<file path="src/rtl/alu_sequencer_pkg.sv">
// Shared op codes, FSM encoding and latched-command layout for alu_sequencer.
package alu_sequencer_pkg;
    localparam int REGW = 3;

    localparam logic [1:0] ADD  = 2'b00;
    localparam logic [1:0] SUB  = 2'b01;
    localparam logic [1:0] AND  = 2'b10;
    localparam logic [1:0] MOVA = 2'b11;

    typedef enum logic [2:0] {
        IDLE  = 3'd0,
        LOADA = 3'd1,
        LOADB = 3'd2,
        EXEC  = 3'd3,
        WRITE = 3'd4
    } state_e;

    typedef struct packed {
        logic            imm;
        logic [1:0]      op;
        logic [REGW-1:0] rd;
        logic [REGW-1:0] rn;
        logic [REGW-1:0] rm;
    } cmd_t;
endpackage

</file>
<file path="src/rtl/alu_sequencer_regfile.sv">
// NREG x k register file: one synchronous write port, operand and debug combinational reads.
module regfile
    import alu_sequencer_pkg::*;
#(
    parameter int k    = 16,
    parameter int NREG = 8
) (
    input  logic            clk,
    input  logic            rst_n,
    input  logic            we,
    input  logic [REGW-1:0] waddr,
    input  logic [k-1:0]    wdata,
    input  logic [REGW-1:0] raddr,
    output logic [k-1:0]    rdata,
    input  logic [REGW-1:0] dbg_sel,
    output logic [k-1:0]    dbg_data
);
    logic [NREG-1:0][k-1:0] mem;

    always_ff @(posedge clk or negedge rst_n) begin
        if (!rst_n)
            mem <= '0;
        else if (we)
            mem[waddr] <= wdata;
    end

    assign rdata    = mem[raddr];
    assign dbg_data = mem[dbg_sel];
endmodule

</file>
<file path="src/rtl/alu_sequencer.sv">
// Multi-cycle sequencer: fetch two operands, run an external ALU, write back; or load an immediate.
module alu_sequencer
    import alu_sequencer_pkg::*;
#(
    parameter int k    = 16,
    parameter int NREG = 8
) (
    input  logic            clk,
    input  logic            rst_n,
    input  logic            cmd_valid,
    output logic            cmd_ready,
    input  logic            cmd_imm,
    input  logic [1:0]      cmd_op,
    input  logic [REGW-1:0] cmd_rd,
    input  logic [REGW-1:0] cmd_rn,
    input  logic [REGW-1:0] cmd_rm,
    input  logic [k-1:0]    cmd_data,
    output logic [k-1:0]    alu_ain,
    output logic [k-1:0]    alu_bin,
    output logic [1:0]      alu_op,
    input  logic [k-1:0]    alu_out,
    input  logic            alu_status,
    output logic            done,
    output logic            status_q,
    input  logic [REGW-1:0] dbg_sel,
    output logic [k-1:0]    dbg_data
);
    state_e          state, nxt;
    cmd_t            cmd_q;
    logic [k-1:0]    imm_q, a_q, b_q, c_q;
    logic            accept, rf_we;
    logic [REGW-1:0] rf_raddr;
    logic [k-1:0]    rf_rdata, rf_wdata;

    assign accept = cmd_valid & cmd_ready;

    always_ff @(posedge clk or negedge rst_n) begin
        if (!rst_n)
            state <= IDLE;
        else
            state <= nxt;
    end

    always_comb begin
        nxt = state;
        case (state)
            IDLE:    if (accept) nxt = cmd_imm ? WRITE : LOADA;
            LOADA:   nxt = LOADB;
            LOADB:   nxt = EXEC;
            EXEC:    nxt = WRITE;
            WRITE:   nxt = IDLE;
            default: nxt = IDLE;
        endcase
    end

    always_comb begin
        cmd_ready = 1'b0;
        rf_we     = 1'b0;
        case (state)
            IDLE:    cmd_ready = 1'b1;
            WRITE:   rf_we     = 1'b1;
            default: ;
        endcase
    end

    // One read port serves both operand fetches; the state picks rn or rm.
    assign rf_raddr = (state == LOADB) ? cmd_q.rm : cmd_q.rn;
    assign rf_wdata = cmd_q.imm ? imm_q : c_q;

    always_ff @(posedge clk or negedge rst_n) begin
        if (!rst_n) begin
            cmd_q    <= '0;
            imm_q    <= '0;
            a_q      <= '0;
            b_q      <= '0;
            c_q      <= '0;
            status_q <= 1'b0;
            done     <= 1'b0;
        end else begin
            if (accept) begin
                cmd_q <= '{imm: cmd_imm, op: cmd_op, rd: cmd_rd, rn: cmd_rn, rm: cmd_rm};
                imm_q <= cmd_data;
            end
            if (state == LOADA) a_q <= rf_rdata;
            if (state == LOADB) b_q <= rf_rdata;
            if (state == EXEC) begin
                c_q      <= alu_out;
                status_q <= alu_status;
            end
            // Registered so the pulse lines up with the register-file update.
            done <= rf_we;
        end
    end

    assign alu_ain = a_q;
    assign alu_bin = b_q;
    assign alu_op  = cmd_q.op;

    regfile #(.k(k), .NREG(NREG)) u_rf (
        .clk      (clk),
        .rst_n    (rst_n),
        .we       (rf_we),
        .waddr    (cmd_q.rd),
        .wdata    (rf_wdata),
        .raddr    (rf_raddr),
        .rdata    (rf_rdata),
        .dbg_sel  (dbg_sel),
        .dbg_data (dbg_data)
    );
endmodule

</file>
<file path="config.mk">
export PLATFORM = sky130hd
export DESIGN_NAME = alu_sequencer
export DESIGN_NICKNAME = d
export VERILOG_FILES = /design/src/rtl/alu_sequencer_pkg.sv /design/src/rtl/alu_sequencer_regfile.sv /design/src/rtl/alu_sequencer.sv
export SDC_FILE = /design/constraint.sdc
export NUM_CORES = 1
export LEC_CHECK = 0
export ABC_CLOCK_PERIOD_IN_PS = 1600
export CELL_PAD_IN_SITES_DETAIL_PLACEMENT = 1
export CELL_PAD_IN_SITES_GLOBAL_PLACEMENT = 2
export CORE_MARGIN = 2
export CORE_UTILIZATION = 35
export DETAILED_ROUTE_END_ITERATION = 10
export PLACE_DENSITY = 0.81
export SYNTH_ARGS = -nofsm -noshare
export SYNTH_HDL_FRONTEND = slang
export SYNTH_SLANG_ARGS = --single-unit
</file>
<file path="constraint.sdc">
create_clock -name clk -period 1.6 [get_ports clk]
set_input_delay 0.16 -clock clk [delete_from_list [all_inputs] [get_ports clk]]
set_output_delay 0.16 -clock clk [all_outputs]
set_load 0.1 [all_outputs]
</file>
Word-level counts from Yosys, hierarchy flattened

Cells that the tools add are included.

Muxes and demuxes: 14
Equal/unequal tests: 5
Bitwise operators: 1
Order comparisons: 4
Reductions and logical operators: 2

Operator list:

| cell                                                        | number |
|---|---|
| bitwise mux 128 bit                                         | 1 |
| binary-select mux 16 bit (select 3 bit)                     | 2 |
| two-way mux 16 bit                                          | 4 |
| demux 16 bit (select 3 bit)                                 | 1 |
| less-than comparator 3 x 4 -> 1 bit (second input constant) | 3 |
| one-hot mux 3 bit (4 select lines)                          | 1 |
| two-way mux 3 bit                                           | 3 |
| == test 3 x 2 -> 1 bit (second input constant)              | 2 |
| == test 3 x 1 -> 1 bit (second input constant)              | 1 |
| == test 3 bit (second input constant)                       | 1 |
| >= comparator 3 x 1 -> 1 bit (second input constant)        | 1 |
| logical NOT 3 bit                                           | 1 |
| two-way mux 1 bit                                           | 2 |
| != test 2 bit (second input constant)                       | 1 |
| AND 1 bit                                                   | 1 |
| logical AND 1 bit                                           | 1 |

Input port bits: 51
Word-level logic and storage cells: 46
Output and inout bits: 53
Flip-flop bits (word level): 209

Depth between registers and ports, before layout

Gate-level depths: netlist of run 1.

Depth in word-level cells: 5
Gate-level depth with buffers: 7
Mapped depth without buffers: 4

Modules after synthesis

A second synthesis of run 1 with hierarchy kept.

Cell total of the unflattened synthesis: 598
Area, all modules: 10453.8 um^2

By module, submodules not included:

| module        | sequential area each (um^2) | area an instance (um^2) | instances | cells an instance |
|---|---|---|---|---|
| regfile       | 3203.1                      | 6995.5                  | 1         | 393 |
| alu_sequencer | 2026.9                      | 3458.3                  | 1         | 205 |

Least setup slack after synthesis of run 1

Ideal clock, no wire load.

Kind: flip-flop to flip-flop
Start point: register state[1]
End point: register cmd_q, in the netlist alu_op[0]
Setup slack: -2140 ps
Data arrival time: 3615 ps
Cell stages (with the launch flop): 7
Required time: 1475 ps
Clock period less this slack: 3740 ps
Buffers on the path: 3
Library setup time: 125 ps
Path through: dfrtp_1 buf_4 nor3_1 and2_1 buf_4 buf_4 mux2_2

Longest elaborated chain between the ends: 3

RTL lines:

| element                  | line                | text |
|---|---|---|
| start: declaration       | alu_sequencer.sv:28 | `state_e state, nxt;` |
| start signal: assignment | alu_sequencer.sv:41 | `state <= nxt;` |
| logical NOT 3 bit        | alu_sequencer.sv:59 | `case (state)` |
| two-way mux 1 bit        | alu_sequencer.sv:59 |  |
| net cmd_ready            | alu_sequencer.sv:11 | `output logic cmd_ready,` |
| AND 1 bit                | alu_sequencer.sv:35 | `assign accept = cmd_valid & cmd_ready;` |
| end signal: assignment   | alu_sequencer.sv:81 | `cmd_q <= '{imm: cmd_imm, op: cmd_op, rd: cmd_rd, rn: cmd_rn, rm: cmd_rm};` |
| end: declaration         | alu_sequencer.sv:29 | `cmd_t cmd_q;` |

The timed path passes the listed nets, and every way through them passes these cells.
A chain may end at the register's enable or synchronous reset.

Final worst setup path of run 1

Start point: register u_rf.mem[38] (netlist name)
End point: output port dbg_data[6]

Longest elaborated chain between the ends: 2

RTL lines:

| element                                  | line                        | text |
|---|---|---|
| start: declaration                       | alu_sequencer_regfile.sv:18 | `logic [NREG-1:0][k-1:0] mem;` |
| start signal: indexed assignment         | alu_sequencer_regfile.sv:24 | `mem[waddr] <= wdata;` |
| binary-select mux 16 bit (select 3 bit)  | alu_sequencer_regfile.sv:28 | `assign dbg_data = mem[dbg_sel];` |
| two-way mux 16 bit (implied by the code) | alu_sequencer_regfile.sv:28 |  |
| end: declaration                         | alu_sequencer.sv:26         | `output logic [k-1:0] dbg_data` |

No other way between the ends. The select of a mux whose other input is x is not followed.

==> impl_results.md, run 1 <==
* Die Span Y at about 180 um
* Post-synth ARST share at 100%
* CTS tree: done
* Max Slew Vio Count at 0
* P_sw at 21.9 mW
* CP Buf/Inv Count at 1
* Post-synthesis sequential area ratio at 49.5%
* Final cell area excluding filler cells at 17700 sq um
* Port Buf Inserts at 103
* Post-route insts no fill at 1588
* Final Hold Viols at 0
* ANT nets after route at 0
* Initial antenna violation count at 0
* Status: finished with violations
* Htree depth at 1
* Via count at 9925
* Main combinational cell family by area after synthesis: multiplexers
* CTS root buf: clkbuf_16
* Clk sink count at 209
* Highest attainable clock frequency at 0.466 GHz
* Crit path time final at 2.15 ns
* Sw frac at 46.4%
* Layout cell share with drive strength beyond 1 at 64.4%
* Int Pwr at 25.3 mW
* Worst-Margin Slew at 0.524 ns
* Library cells used by synthesis at 33
* Clk Latency, worst-skew pair at about 0.54 ns
* Crit share post-route at 134%
* Slew Limit Headroom at between 60 and 70%
* DR pass1 iterations at 5
* Crit path max-delay cell type: mux4_2
* Synth top area cells: dfrtp_1, mux4_2, mux2_2
* Core Area at 29700 sq um
* CP max FO at 4
* Worst vdd ir at between 1.5 and 2 mV
* P_leak at 7.53 nW
* Most frequent cell after synthesis: dfrtp_1
* Power per standard cell area at 2670 nW/um^2
* Nets at 1233
* HPWL after DPL at 21.2 mm
* Worst-path cell chain: mux4_2 -> mux2_4 -> buf_12
* Worst min-delay path category: in -> async
* Final wirelength at 51.7 mm
* Worst Setup Start Kind: flop
* Final WS setup at -0.547 ns
* First-pass GRT wire length at 62.1 mm
* Post-Syn Area at 10600 sq um
* Yosys reg bits at 209
* Logic pwr share at 65.0%
* TritonCTS Buffers at 24
* Power share of the sequential group at 23.0%
* Dpl cells at 1384
* Gr ovfl total at 0
* Post-synth net total at 919
* WL per Instance at ~33 um
* Initial Util at 35.6%
* Top cell type's share of synthesized area at 49.5%
* Drt via density at about 6.3
* Total GRT Usage at between 20% and 30%
* Synth Area per Inst at 12.2 sq um
* Ys Warns at 0
* Vias in the first global route at 9836
* Crit. End Element: primary output
* Final clock skew at 0.0175 ns
* Worst Path Required at 1.44 ns
* Final setup fails at 199
* DRC errors left at 0
* WP data arrival at 1.99 ns
* Worst stage delay on the critical path at 0.51 ns
* Iter 0 DRT Violations at 1006
* Largest net degree at the start of global routing at 50
* Post-synthesis compound-gate area fraction at 8.24%
* Main flop type after synthesis: dfrtp_1
* Synth-to-layout area growth at 67.1%
* Top Family by Delay on Critical Path: multiplexers
* Final TNS setup at -43.27 ns
* Die Wd at 178 um
* Failing checks: setup timing
* Mapped Cells at between 800 and 900
* Area after DPL at around 13000 sq um
* Diode count at 0
* Mux contribution to synthesized area at 29.6%
* Largest area contributor in the netlist: dfrtp_1
* Worst-path clk slew at 0.07 ns
* Clk pwr share at 12.0%
* Row count at 63
* MaxCap Viol Count at 0
* Final Util at 59.4%
* GPL Wtd Cong at 0.806
* Adder-cell area share of the yosys netlist at 0%
* Die area at 31600 sq um
* Synth Area in XOR/XNOR at less than 1%
* # fillers at 2738
* Number of synthesized flops with an enable pin at 0
* IO Pins at approximately 100
* Area share of and/or/nand/nor cells after synthesis at 8.84%
* Crit Path Class: reg -> out
* Deepest clock path buffer count at 3
* Unrepaired setup endpoints after global routing: true
* Leading cell types by count after synthesis: dfrtp_1, nand2_1, o21ai_0
## power by group through the flow
stage	combinational (mW)	clock (mW)	sequential [mW]
after floorplan	10.9	0	12.6
after global placement	21.0	0	10.4
after detailed placement	21.4	0	10.6
final	30.7	5.65	10.9
after CTS	24.7	5.53	10.4
after global routing	31.7	5.87	11.0
## repair_timing
item	CTS	global route
resized for setup	261	284
pin swaps	95	35
hold buffers	1	0
gates cloned	20	13
hold endpoints to repair	151	0
endpoints found under the setup margin	187	193
buffers inserted	74	61
## cell type report
type	count	area (sq um)	area share [%]
repair buffers	362	4620	26.1
multi-input cells	582	6520	36.9
flip-flops and latches	209	5250	29.7
clock inverters	5	50.0	0.283
inverters	3	11.3	0.0638
clock buffers	37	721	4.08
well taps	390	488	2.76
## sequential cells by signal (all words and copies together), names as in the netlist, 2 cells and up
signal,count
alu_ain,16
alu_bin,16
alu_op,2
c_q,16
cmd_q,10
imm_q,16
state,3
u_rf.mem,128
## worst reg2reg max path, delay by kind of cell (launching register included)
kind | cells | cell delay [ns]
AO/OA/AOI/OAI | 1 | 0.07
buffers and inverters | 6 | 0.85
flip-flops | 1 | 0.43
AND/OR/NAND/NOR | 3 | 0.52
## path summary, 6_finish.rpt
path                               from            to  slack [ns]  cells past startpoint
min                               rst_n     alu_op[1]        0.15                      2
max in group asynchronous         rst_n    alu_ain[5]        0.80                      3
max reg2reg                    state[1]  u_rf.mem[22]       -0.37                     10
max                        u_rf.mem[38]   dbg_data[6]       -0.55                      3
min reg2reg                      c_q[2]        c_q[2]        0.50                      1
min in group clk            alu_out[12]       c_q[12]        0.23                      2
## kinds of logic after synthesis
kind of cell    count (synthesis)
mux                           190
flops                         209
compound gates                167
buf+inv                        77
xor+xnor                        1
simple gates                  224
## cell usage in the layout (no fill, tap or decap), drive strengths merged, types with 4 or more instances in the layout
cell             n
a21oi           49
mux2            64
mux4            92
clkinv           5
dfrtp          209
o21ai           97
clkdlybuf4s50   47
mux2i           34
nand3            5
nor2            67
buf            301
nor2b            4
nand2          132
clkbuf          48
a31oi           16
nand3b           5
## through the flow
step	hold slack (ns)	setup slack, ns	power [mW]
6_report	0.151	-0.547	47.2
5_1_grt	0.197	-0.549	48.6
4_1_cts	0.170	-0.486	40.6
3_5_place_dp	0.154	-0.436	32.1
3_3_place_gp	0.151	-0.409	31.5
2_1_floorplan	-0.136	-0.695	23.5
## routing by layer
| layer | vias up | GRT usage, % | part of all wire (%) |
|---|---|---|---|
| li1 | 3838 | - | - |
| met1 | 5059 | 34.6 | 37 |
| met2 | 753 | 43.3 | 46 |
| met3 | 275 | 4.11 | 9.8 |
| met4 | 0 | 13.9 | 8.0 |
| met5 | - | 0 | 0 |
(Power assumes the default switching activity.)
==> run 2: changes to the inputs <==
- MAX_ROUTING_LAYER: not set -> met4
==> run 2 against run 1 <==
The flow still finishes with violations (setup timing). Worst hold slack better by 0.0023 ns. Cell count increased by 0.25%. Final area increased by 0.30%. Register-to-register slack better by 0.04 ns. Routed wire length grew 2.2%. Total power up 0.85%. Clock power rose by 1%. Clock-buffer cell count stayed put. Clock skew about the same. Largest cell class unchanged.
==> impl_results.md, run 2 (synthesized netlist as in run 1, its figures left out) <==
* Nets at 1237 (+0.32%)
* Die area at 31600 sq um (unchanged)
* Vias in the first global route at 9793 (-0.44%)
* Clk pwr share at 12.0% (about the same)
* Failing checks: setup timing
* Final clock skew at 0.0178 ns (+0.000314 ns)
* CP max FO at 4 (unchanged)
* Max Slew Vio Count at 0 (unchanged)
* Highest-count cells in the layout ignoring fill and taps: dfrtp_1, buf_4, mux4_2, buf_12, o21ai_2
* Worst vdd ir at 1.56 mV (+0.57%)
* Port Buf Inserts at 103 (unchanged)
* Crit Path Class: reg -> out
* Max FFs per register at 128 (unchanged)
* HPWL after DPL at 21.2 mm (unchanged)
* IO Pins at 104 (unchanged)
* Crit path max-delay cell type: mux4_2
* Synth-to-layout area growth at 67.6%
* Via count at 10100 (+1.5%)
* Dpl cells at 1384 (unchanged)
* Total GRT Usage at 27.5% (+0.81 points)
* Int Pwr at 25.4 mW (+0.46%)
* Commonest non-fill, non-tap cell in the layout: dfrtp_1
* Slew Limit Headroom at 64.6% (about the same)
* Row count at 63 (unchanged)
* Worst-path cell chain: mux4_2 -> mux2_4 -> buf_12
* Final WS setup at -0.571 ns (-0.0244 ns)
* P_sw at 22.2 mW (+1.3%)
* Logic pwr share at 65.2% (+0.2 points)
* CTS root buf: clkbuf_16
* Worst Path Required at 1.44 ns (about the same)
* Largest net degree at the start of global routing at 50 (unchanged)
* Initial Util at 35.6% (unchanged)
* Die Wd at 178 um (unchanged)
* DR pass1 iterations at 5 (unchanged)
* Final Hold Viols at 0 (unchanged)
* Unrepaired setup endpoints after global routing: true
* Final wirelength at 52.8 mm (+2.2%)
* Biggest register: u_rf.mem
* Drt via density at 6.33 (+1.3%)
* Diode count at 0 (unchanged)
* MaxCap Viol Count at 0 (unchanged)
* Deepest clock path buffer count at 3 (unchanged)
* Sw frac at 46.6% (+0.21 points)
* Layout cell share with drive strength beyond 1 at 64.8% (+0.45 points)
* Highest attainable clock frequency at 0.461 GHz (-1.1%)
* GPL Wtd Cong at 0.818 (+1.5%)
* Htree depth at 1 (unchanged)
* Status: finished with violations
* CTS tree: done
* Worst-path clk slew at 0.08 ns (about the same)
* Crit share post-route at 136% (+1.5 points)
* Worst Setup Start Kind: flop
* WP data arrival at 2.01 ns (+0.02 ns)
* Power, Total at 47.6 mW (+0.85%)
* Iter 0 DRT Violations at 1014 (+0.80%)
* Core Area at 29700 sq um (unchanged)
* Post-route insts no fill at 1592 (+0.25%)
* Worst stage delay on the critical path at 0.52 ns (about the same)
* Final setup fails at 213 (+7.0%)
* Crit. End Element: primary output
* TritonCTS Buffers at 24 (unchanged)
* WL per Instance at 33.2 um (+2.0%)
* Power per standard cell area at 2690 nW/um^2 (+0.54%)
* Power share of the sequential group at 22.7% (-0.3 points)
* Worst min-delay path category: in -> async
* Worst-Margin Slew at 0.531 ns (+0.00637 ns)
* CP Buf/Inv Count at 1 (unchanged)
* Initial antenna violation count at 0 (unchanged)
* Die Span Y at 178 um (unchanged)
* Gr ovfl total at 0 (unchanged)
* Clk Latency, worst-skew pair at 0.55 ns (about the same)
* P_leak at 7.55 nW (+0.26%)
* First-pass GRT wire length at 62.1 mm (about the same)
* Clk sink count at 209 (unchanged)
* ANT nets after route at 0 (unchanged)
* Final Util at 59.6% (+0.18 points)
* Crit path time final at 2.17 ns (+0.0244 ns)
* Top Family by Delay on Critical Path: multiplexers
* DRC errors left at 0 (unchanged)
## run 2: final timing paths
check	from	endpoint	slack (ns)	cells past startpoint
worst max-delay path	u_rf.mem[86]	dbg_data[6]	-0.57	3
worst min-delay path	rst_n	u_rf.mem[66]	0.15	2
worst max register to register	state[1]	u_rf.mem[31]	-0.33	10
worst min register to register	c_q[2]	c_q[2]	0.50	1
max in group asynchronous	rst_n	alu_ain[5]	0.79	3
min in group clk	alu_out[7]	c_q[7]	0.23	2
## run 2: layout make-up
class,count,area [sq um]
multi-input cells,582,6540
flip-flops and latches,209,5250
inverters,3,11.3
fillers,2745,12000
well taps,390,488
clock buffers,37,721
repair buffers,366,4650
clock inverters,5,50.0
## run 2: stage by stage
step / area [sq um] / setup slack, ns / TNS, ns / hold slack (ns)
2_1_floorplan: 10700 / -0.695 / -17.63 / -0.136
3_3_place_gp: 13400 / -0.409 / -8.03 / 0.151
3_5_place_dp: 13400 / -0.436 / -11.66 / 0.154
4_1_cts: 15800 / -0.486 / -18.63 / 0.170
5_1_grt: 17700 / -0.560 / -49.26 / 0.185
6_report: 17700 / -0.571 / -40.25 / 0.153
## run 2: repair_timing
action,in CTS,in global routing
hold buffers,1,0
resized for setup,261,289
setup endpoints to repair,187,193
pin swaps,95,37
hold endpoints to repair,151,0
cloned,20,13
buffers inserted,74,65
## run 2: power by group through the flow
stage	Sequential [mW]	Clock, mW	Combinational (mW)
final	10.8	5.72	31.0
after global routing	11.0	5.91	32.0
after CTS	10.4	5.53	24.7
after detailed placement	10.6	0	21.4
after global placement	10.4	0	21.0
after floorplan	12.6	0	10.9
## run 2: metal layers
| layer | global-route usage (%) | vias up | routed length, um |
|---|---|---|---|
| li1 | - | 3831 | - |
| met1 | 35.0 | 5148 | 19500 |
| met2 | 43.6 | 790 | 23600 |
| met3 | 3.79 | 307 | 5130 |
| met4 | 12.8 | 0 | 4590 |
| met5 | - | - | 0 |
